**config.mk**
```make
export PLATFORM = sky130hd
export DESIGN_NAME = register_file_mp
export DESIGN_NICKNAME = d
export VERILOG_FILES = /design/src/rtl/register_file_mp.sv
export SDC_FILE = /design/constraint.sdc
export NUM_CORES = 1
export LEC_CHECK = 0
export CORE_UTILIZATION = 30
export DETAILED_ROUTE_END_ITERATION = 10
export SLEW_MARGIN = 20
export SYNTH_ARGS = -nofsm -noshare
export SYNTH_HDL_FRONTEND = slang
export SYNTH_SLANG_ARGS = --single-unit
export TNS_END_PERCENT = 5
```
**constraint.sdc**
```tcl
create_clock -name clk -period 8.6 [get_ports clk]
set_input_delay 1.29 -clock clk [delete_from_list [all_inputs] [get_ports clk]]
set_output_delay 1.29 -clock clk [all_outputs]
set_load 0.01 [all_outputs]
```
**src/rtl/register_file_mp.sv**
```systemverilog
// register_file_mp
//   Multi-read-port register file with a single write port. It sits between
//   decode (read addresses) and writeback (write port). After reset, a clear
//   sequencer writes zero to every entry. Writes are refused until the clear
//   has finished.
//
//   State table:
//     state | meaning
//     CLEAR | sequencer writes 0 to entry[clr_ptr], one entry per cycle;
//           | writes refused, reads return no data
//     READY | normal operation; left only by reset
//
//   Ports:
//     clk        clock, all logic on the rising edge
//     reset      synchronous active-high reset
//     rd_en      per-port read request            [NUM_RD]
//     rd_addr    read addresses, port p at [p*ADDR_WIDTH +: ADDR_WIDTH]
//     rd_data    registered read data, port p at [p*WIDTH +: WIDTH]
//     rd_valid   registered, rd_data of port p valid this cycle
//     wr_en      write request
//     wr_addr    write address
//     wr_data    write data
//     wr_ready   writes accepted (= ~init_busy)
//     init_busy  clear sequencer active
//     wr_err     sticky flag, write attempted while busy; cleared by reset
module register_file_mp #(
   parameter int WIDTH      = 32,
   parameter int ADDR_WIDTH = 5,
   parameter int NUM_RD     = 2,
   parameter int BYPASS     = 1,
   parameter int ZERO_REG   = 1
) (
   input  logic                         clk,
   input  logic                         reset,
   input  logic [NUM_RD-1:0]            rd_en,
   input  logic [NUM_RD*ADDR_WIDTH-1:0] rd_addr,
   output logic [NUM_RD*WIDTH-1:0]      rd_data,
   output logic [NUM_RD-1:0]            rd_valid,
   input  logic                         wr_en,
   input  logic [ADDR_WIDTH-1:0]        wr_addr,
   input  logic [WIDTH-1:0]             wr_data,
   output logic                         wr_ready,
   output logic                         init_busy,
   output logic                         wr_err
);

   localparam int SIZE = 2 ** ADDR_WIDTH;

   typedef enum logic {CLEAR, READY} state_t;

   state_t                  state, state_next;
   logic [ADDR_WIDTH-1:0]   clr_ptr, clr_ptr_next;
   logic                    clr_last;
   logic                    wr_accept;
   logic [WIDTH-1:0]        mem [SIZE];
   logic [NUM_RD*WIDTH-1:0] rd_next;

   assign clr_last  = (clr_ptr == ADDR_WIDTH'(SIZE - 1));
   assign init_busy = (state == CLEAR);
   assign wr_ready  = ~init_busy;

   // A write to the hardwired zero entry is dropped silently, without raising an error.
   assign wr_accept = (state == READY) && wr_en &&
                      !((ZERO_REG != 0) && (wr_addr == '0));

   always_ff @(posedge clk) begin
      if (reset) begin
         state   <= CLEAR;
         clr_ptr <= '0;
      end else begin
         state   <= state_next;
         clr_ptr <= clr_ptr_next;
      end
   end

   always_comb begin
      state_next   = state;
      clr_ptr_next = clr_ptr;
      case (state)
         CLEAR: begin
            clr_ptr_next = clr_ptr + 1'b1;
            if (clr_last) state_next = READY;
         end
         READY: state_next = READY;
         default: state_next = CLEAR;
      endcase
   end

   // The array has no reset. It is cleared by the sequencer only after reset is released.
   always_ff @(posedge clk) begin
      if (!reset) begin
         if (state == CLEAR)
            mem[clr_ptr] <= '0;
         else if (wr_accept)
            mem[wr_addr] <= wr_data;
      end
   end

   always_ff @(posedge clk) begin
      if (reset)
         wr_err <= 1'b0;
      else if (wr_en && (state == CLEAR))
         wr_err <= 1'b1;
   end

   // Per-port read mux. The zero entry takes priority over bypass. Bypass
   // forwards only the write accepted in this cycle.
   for (genvar p = 0; p < NUM_RD; p++) begin : g_rd
      logic [ADDR_WIDTH-1:0] addr;
      assign addr = rd_addr[p*ADDR_WIDTH +: ADDR_WIDTH];
      assign rd_next[p*WIDTH +: WIDTH] =
         ((ZERO_REG != 0) && (addr == '0))              ? '0      :
         ((BYPASS != 0) && wr_accept && (wr_addr == addr)) ? wr_data :
                                                            mem[addr];
   end

   always_ff @(posedge clk) begin
      if (reset) begin
         rd_data  <= '0;
         rd_valid <= '0;
      end else begin
         for (int p = 0; p < NUM_RD; p++) begin
            if ((state == READY) && rd_en[p]) begin
               rd_data[p*WIDTH +: WIDTH] <= rd_next[p*WIDTH +: WIDTH];
               rd_valid[p]               <= 1'b1;
            end else begin
               rd_valid[p] <= 1'b0;
            end
         end
      end
   end

endmodule

```
==> metrics.csv, run 1 <==
metric,value,unit
initial antenna violation count,8,
RSZ-0062 raised after global routing,no,
sequential cell area fraction in the yosys report,0.640,
first-pass GRT wire length,243000,um
run status,completed,
Hold WS,493,ps
number of synthesized flops with an enable pin,1024,
Final min period,4670,ps
Pre-Repair DR Iteration Count,6,
io pins,121,
Port-buffer cells,120,
Die X-Extent,411,um
Synth Warn #,0,
post-route clock period utilization,0.542,
worst min path class,flip-flop to flip-flop,
Vias,30900,
kind of start point of the critical path,input pin,
slowest CP cell,nor2_4,
syn_nets,2921,
final RePlAce weighted congestion,0.871,
Row Count,149,
DRT Wirelength,176000,um
TritonCTS clock tree,yes,
mapped cell area,50300,um2
gr usage total,0.204,
crit end category,flip-flop,
initial core utilization,0.304,
GRT overflow,0,
area of the core,166000,um2
vias in the first global route,30800,
count of final max-slew check failures,0,
max incr delay on CP,910,ps
Hold Buf Count CTS,0,
MaxCap Viol Count,0,
filler instances,15400,
CP top delay family,buffers and inverters,
most frequent cells in the layout,"edfxtp_1, mux4_2, o22ai_1, mux2_2, nand2_1",
Finished Layout Cells,5258,
clock buffer depth,3,
Setup TNS,0,ps
Chip Height,411,um
Critical Path AT,5060,ps
Worst-path clk slew,60,ps
Slew HR,0.157,
dpl cells,5038,
Synth Flop Type,edfxtp_1,
CP Max Fanout,23,
# DRC,0,
Synth-to-Final Area Change,15.6,%
fmax,0.214,GHz
share of layout cells above drive strength 1,0.323,
Synth Register Bits,1097,
"Setup violations, final",0,
antenna-violating nets left,0,
crit path buf inv count,3,
"Hold Violations, Final",0,
DR WL/cell,33.5,um
Layout Nets,3023,
Worst-Margin Slew,1250,ps
Lkg Pwr,15.9,nW
critical setup path kind,input pin to flip-flop,
die area,169000,um2
Final Skew,26.3,ps
most frequent CP cell,buf_4,
Root Buffer,clkbuf_16,
Setup Buffers After CTS,0,
Synth cell types,51,
Initial DRC Count,3937,
clock sinks,1097,
"Req. time, crit path",8990,ps
peak supply drop,0.000157,V
"Avg Cell Area, Syn",17.5,um2
Vias/cell,5.88,
largest net degree at the start of global routing,128,
worst-skew pair later-pin latency,720,ps
post-CTS resize count,0,
worst-path cell chain,clkdlybuf4s50_1 > nor4_2 > a211oi_4 > buf_4 > mux2i_1 > nand2_1 > nor2_4 > buf_4,
Cells after Synth,2867,
total CTS buffers,114,
CTS H-tree lvls,3,
Final HPWL DP,111000,um
"most common cell after layout, fill and taps aside",edfxtp_1,
Async SR Flop Fraction,0,
PwrDens,201,nW/um2
cells in the mapped netlist, types with 3 or more instances:
library cell,instances,area [um2]
a32oi_1,4,35.0
mux2_2,230,2590
nand3_1,7,35.0
nand3b_1,3,22.5
o22ai_1,243,1520
buf_6,22,248
nor2_1,54,203
buf_2,94,470
and2_1,65,407
buf_1,5,18.8
o21ai_0,27,135
edfxtp_1,1024,30700
nor4_1,68,425
nand2_1,200,751
o21ai_1,7,35.0
a22oi_1,31,233
a221o_1,32,320
a221oi_2,5,75.1
xnor2_1,3,26.3
xor2_1,10,87.6
nor2b_1,14,87.6
mux2i_1,8,80.1
a21oi_1,3,15.0
nand2b_1,7,43.8
a221oi_1,27,236
buf_4,35,263
a211oi_1,10,75.1
clkbuf_1,76,285
mux4_2,393,8850
dfxtp_1,73,1460
nor3_1,61,305
inv_1,4,15.0
report_power, final:
group          switching [mW]  internal [mW]
combinational           0.440          0.267
clock                    2.17           3.00
sequential             0.0208           5.79
registers in the layout, indices dropped and copies added (netlist names):
name	flops
mem	1024
rd_data	64
clr_ptr	5
rd_valid	2
wr_err	1
wr_ready	1
path summary, 6_finish.rpt:
| check | from | depth (start not counted) | to | slack (ps) |
|---|---|---|---|---|
| worst max-delay path | wr_addr[4] | 8 | mem[5][6] | 3930 |
| worst min-delay path | wr_err | 2 | wr_err | 490 |
| worst max register to register | wr_ready | 8 | mem[5][6] | 4550 |
| worst min register to register | wr_err | 2 | wr_err | 490 |
per-layer routing:
layer | track usage | wire length (um) | up-vias
li1 | - | - | 12300
met3 | 0.0411 | 16200 | 408
met1 | 0.262 | 67200 | 16300
met2 | 0.332 | 83200 | 1933
met4 | 0.0922 | 9200 | 6
met5 | 0 | 40 | -
worst reg2reg max path, stage by stage, from the launching register on:
cell and delay (ps):
dfxtp_1 300, buf_4 240, nand2_1 330, a211oi_4 320
buf_4 350, mux2i_1 480, nand2_1 360, nor2_4 920
buf_4 410
kinds of logic after synthesis:
| family | count (synthesis) | synth area share |
|---|---|---|
| flip-flops | 1097 | 0.640 |
| AO/OA/AOI/OAI | 392 | 0.0541 |
| buffers and inverters | 237 | 0.0259 |
| AND/OR/NAND/NOR | 495 | 0.0479 |
| adder cells (fa/ha/maj) | 2 | 0.000497 |
| XOR/XNOR | 13 | 0.00226 |
| multiplexers | 631 | 0.229 |
through the flow:
stage,utilization,total power [mW],setup WS (ps),instance area (um2)
global placement,0.326,6.61,3200,54000
finish,0.351,11.7,3930,58100
detailed placement,0.327,6.61,3220,54100
global route,0.351,11.9,3930,58100
floorplan,-,6.35,4100,50300
CTS,0.350,11.7,3970,58000
final cells by class:
type                            instances  area, um2  area share
Clock inverter                         69        851      0.0146
Multi-Input combinational cell       1533      17200       0.296
Tap cell                             2189       2740      0.0471
Antenna cell                            2       5.00   0.0000861
Clock buffer                          145       3050      0.0525
Timing Repair Buffer                  219       2080      0.0358
Inverter                                4       15.0    0.000258
Sequential cell                      1097      32200       0.554
Note: power is estimated with default switching activity, not from simulation.
==> inputs of run 2 (changes only) <==
- clock period: 8.6 -> 4.05 ns (I/O delays scaled with it)
==> run 2 against run 1 <==
Register-to-register slack lost 3400 ps; hold slack lost 190 ps; non-clock buffer count grew 112; highest routed layer unchanged; sequential cell count is the same; critical endpoint is now mem[5][17].
==> metrics.csv, run 2 (synthesized netlist as in run 1, its figures left out) <==
metric,value,unit,change
MaxCap Viol Count,0,,unchanged
post-CTS resize count,0,,unchanged
"Cell Area, Placed",55500,um2,+2.6%
share of layout cells above drive strength 1,0.341,,+0.0180
vias in the first global route,31200,,+1.2%
final RePlAce weighted congestion,0.863,,-0.94%
post-route clock period utilization,0.720,,
io pins,121,,unchanged
most frequent cells in the layout,"edfxtp_1, mux4_2, o22ai_1, mux2_2, nand2_1",,
total CTS buffers,113,,-0.88%
Final HPWL DP,111000,um,+0.37%
Initial DRC Count,3965,,+0.71%
die area,169000,um2,unchanged
area of the core,166000,um2,unchanged
Final WS setup,1130,ps,-2800 ps
Root Buffer,clkbuf_16,,
Port-buffer cells,120,,unchanged
worst-skew pair later-pin latency,740,ps,+20 ps
Hold WS,308,ps,-185 ps
initial antenna violation count,10,,+2
count of final max-slew check failures,0,,unchanged
critical setup path kind,flip-flop to flip-flop,,
Pre-Repair DR Iteration Count,5,,-1
Finished Layout Cells,5371,,+2.1%
RSZ-0062 raised after global routing,no,,
"Most flops, register",mem,,
Critical Path AT,3320,ps,-1740 ps
PwrDens,417,nW/um2,+110%
Worst-Margin Slew,1170,ps,-88.3 ps
Largest register FFs,1024,,unchanged
clock buffer depth,3,,unchanged
crit end category,flip-flop,,
worst min path class,input pin to flip-flop,,
DP Worst Slack,417,ps,-2800 ps
gr usage total,0.205,,+0.000611
Final Skew,33.2,ps,+6.96 ps
# DRC,0,,unchanged
"Setup violations, final",0,,unchanged
CP Max Fanout,32,,+39%
kind of start point of the critical path,flip-flop,,
Setup Buffers After CTS,0,,unchanged
final core occ,0.358,,+0.00763
biggest regs,"mem x1024, rd_data x64, clr_ptr x5",,
Setup TNS,0,ps,unchanged
run status,completed,,
first-pass GRT wire length,244000,um,+0.31%
Slew HR,0.221,,+0.0640
"most common cell after layout, fill and taps aside",edfxtp_1,,
Worst-path clk slew,60,ps,about the same
Chip Height,411,um,unchanged
Die X-Extent,411,um,unchanged
Hold Buf Count CTS,0,,unchanged
TritonCTS clock tree,yes,,
DRT Wirelength,176000,um,about the same
fmax,0.343,GHz,
DR WL/cell,32.7,um,-2.2%
Row Count,149,,unchanged
clock sinks,1097,,unchanged
GRT overflow,0,,unchanged
Vias/cell,5.83,,-0.92%
Lkg Pwr,16.6,nW,+4.3%
Design Power,24.8,mW,+110%
antenna-violating nets left,0,,unchanged
"Req. time, crit path",4450,ps,-4540 ps
final design area excluding fillers,59400,um2,+2.2%
"Hold Violations, Final",0,,unchanged
initial core utilization,0.304,,unchanged
CTS H-tree lvls,3,,unchanged
Layout Nets,3134,,+3.7%
largest net degree at the start of global routing,77,,-40%
Synth-to-Final Area Change,18.1,%,
peak supply drop,0.000373,V,+140%
dpl cells,5154,,+2.3%
Vias,31300,,+1.2%
Final min period,2920,ps,
-- run 2: final cells by class --
type / instances / area (um2)
fill: 15300 / 106000
clock buffer: 135 / 2990
tap: 2189 / 2740
clock inverter: 78 / 861
antenna: 4 / 10.0
sequential: 1097 / 32200
timing repair buffer: 331 / 3440
inverter: 4 / 15.0
multi-input combinational: 1533 / 17100
-- run 2: routing by layer --
metal	track usage	share of wire	up-vias	wire (um)
met4	0.0899	0.047	6	8270
li1	-	-	12500	-
met2	0.323	0.46	2016	81700
met3	0.0526	0.11	366	18900
met1	0.266	0.38	16400	66900
met5	0	0.00017	-	30
-- run 2: critical path: stages (launching register included) --
cell and delay, ps:
dfxtp_1 330, buf_4 170, nand2_1 230, a211oi_4 540
mux2i_1 430, nand2_1 340, nor2_4 190, buf_12 310
-- run 2: final timing paths --
check | depth (start not counted) | from | slack [ps] | endpoint
min reg2reg | 2 | wr_err | 480 | wr_err
max | 7 | wr_ready | 1130 | mem[5][17]
max reg2reg | 7 | wr_ready | 1130 | mem[5][17]
min | 2 | reset | 310 | rd_data[53]
-- run 2: where the power goes --
group / switching, mW / total [mW] / internal, mW
Combinational: 0.946 / 1.56 / 0.619
Clock: 4.60 / 10.9 / 6.30
Sequential: 0.0409 / 12.3 / 12.3
Total: 5.58 / 24.8 / 19.2
==> inputs of run 3 (changes only) <==
- clock period: 4.05 -> 3 ns (I/O delays scaled with it)
==> run 3 against run 2 <==
Fmax grew 2.5%; sequential cell count is the same; critical path depth shrank 1; routed wire length grew 5.3%; setup slack lost 980 ps; power grew 37%; die area is the same; sequential power grew 35%; via count grew 3.8%; sequential share of layout area shrank 1.9 points; clock-buffer cell count grew 1.
==> metrics.csv, run 3 (synthesized netlist as in run 1, its figures left out) <==
metric,value,unit,change
largest net degree at the start of global routing,58,,-25%
kind of start point of the critical path,flip-flop,,
post-route clock period utilization,0.949,,+0.228
"Setup violations, final",0,,unchanged
Vias,32500,,+3.8%
"Cell Area, Placed",57700,um2,+3.8%
run status,completed,,
CTS H-tree lvls,3,,unchanged
area of the core,166000,um2,unchanged
Worst R2R Path Depth,6,,-1
Initial DRC Count,4393,,+11%
Vias/cell,5.91,,+1.3%
CP top delay family,simple AND/OR/NAND/NOR gates,,
DRT Wirelength,185000,um,+5.3%
final core occ,0.372,,+0.0132
Layout Nets,3269,,+4.3%
Die X-Extent,411,um,unchanged
Synth-to-Final Area Change,22.4,%,
vias in the first global route,32200,,+3.2%
RR Startpoint,wr_ready,,
io pins,121,,unchanged
share of layout cells above drive strength 1,0.367,,+0.0256
Worst-Margin Slew,1160,ps,-6.85 ps
Lkg Pwr,17.6,nW,+6.1%
clock buffer depth,3,,unchanged
WHS Endpoint,wr_err,,
final RePlAce weighted congestion,0.941,,+9.0%
fmax,0.351,GHz,+2.5%
crit path buf inv count,1,,-1
Hold Crit Start,reset,,
"most common cell after layout, fill and taps aside",edfxtp_1,,
MaxCap Viol Count,0,,unchanged
Pre-Repair DR Iteration Count,5,,unchanged
antenna-violating nets left,0,,unchanged
clock sinks,1097,,unchanged
worst min path class,input pin to flip-flop,,
DR WL/cell,33.6,um,+2.8%
total CTS buffers,112,,-0.88%
Final Skew,32.6,ps,-0.642 ps
most frequent cells in the layout,"edfxtp_1, mux4_2, o22ai_1, mux2_2, buf_4",,
"Hold Violations, Final",0,,unchanged
Hold Buf Count CTS,0,,unchanged
PwrDens,552,nW/um2,+32%
RSZ-0062 raised after global routing,no,,
Levels on crit path,6,,-1
Final HPWL DP,123000,um,+11%
first-pass GRT wire length,257000,um,+5.2%
# DRC,0,,unchanged
Final min period,2850,ps,-71.9 ps
gr usage total,0.215,,+0.0108
final design area excluding fillers,61600,um2,+3.7%
max incr delay on CP,910,ps,+370 ps
biggest regs,"mem x1024, rd_data x64, clr_ptr x5",,
TritonCTS clock tree,yes,,
count of final max-slew check failures,0,,unchanged
Worst-path clk slew,60,ps,about the same
Row Count,149,,unchanged
CP Max Fanout,11,,-66%
post-CTS resize count,0,,unchanged
slowest CP cell,nor2_1,,
initial core utilization,0.304,,unchanged
Chip Height,411,um,unchanged
Largest register FFs,1024,,unchanged
crit end category,flip-flop,,
Critical Path AT,3510,ps,+190 ps
Slew HR,0.225,,+0.00356
Root Buffer,clkbuf_16,,
worst-path cell chain,nand2_1 > nor2_1 > o31ai_4 > nor2b_4 > buf_4 > a221o_1,,
filler instances,15100,,-1.4%
worst-skew pair later-pin latency,750,ps,about the same
hold path cells,2,,unchanged
initial antenna violation count,3,,-7
Setup Buffers After CTS,0,,unchanged
GRT overflow,0,,unchanged
internal reg-to-reg setup slack,150,ps,-980 ps
"Most flops, register",mem,,
Port-buffer cells,120,,unchanged
R2R Path End,rd_data[21],,
die area,169000,um2,unchanged
critical setup path kind,flip-flop to flip-flop,,
"Req. time, crit path",3660,ps,-790 ps
peak supply drop,0.000440,V,+18%
==> run 3: changes by cell type in the layout (fill, tap and decap cells not counted), sizes merged <==
cell      change
clkinvlp      -3
clkbuf        +1
buf         +136
inv           -3
clkinv        -2
bufinv        +4
diode         -2
==> run 3: worst max path at each step <==
stage,startpoint,endpoint,slack (ps)
5_1_grt,wr_ready,mem[30][21],150
3_3_place_gp,wr_addr[4],mem[24][4],-230
2_1_floorplan,wr_addr[2],mem[19][0],-400
3_5_place_dp,wr_addr[4],mem[30][28],-250
4_1_cts,wr_ready,init_busy,180
6_report,wr_ready,rd_data[21],150
==> run 3: layer usage <==
metal,vias up,share of wire,global-route usage
li1,12800,-,-
met1,17100,0.38,0.281
met5,-,0,0
met4,0,0.055,0.107
met2,2222,0.47,0.344
met3,428,0.096,0.0396
==> run 3: area by class of cell <==
type | count | area (um2) | area share
inverters | 4 | 15.0 | 0.000244
repair buffers | 467 | 5560 | 0.0903
flip-flops and latches | 1097 | 32200 | 0.523
diodes | 2 | 5.00 | 0.0000813
well taps | 2189 | 2740 | 0.0445
clock inverters | 74 | 945 | 0.0153
clock buffers | 136 | 2990 | 0.0485
multi-input cells | 1533 | 17100 | 0.278
==> run 3: stage by stage <==
| stage | TNS, ps | hold slack, ps | power (mW) | setup slack (ps) | instances |
|---|---|---|---|---|---|
| floorplan | -153060 | 502 | 18.2 | -404 | 2867 |
| global placement | -140110 | 471 | 19.2 | -233 | 5290 |
| detailed placement | -120550 | 461 | 19.2 | -246 | 5290 |
| CTS | 0 | 54.9 | 34.1 | 178 | 5500 |
| global route | 0 | 94.3 | 34.7 | 149 | 5500 |
| finish | 0 | 116 | 34.0 | 154 | 5502 |
==> run 3: report_power, final <==
group	internal, mW	switching (mW)	total [mW]
combinational	0.972	1.34	2.31
clock	8.81	6.26	15.1
sequential	16.6	0.0569	16.6
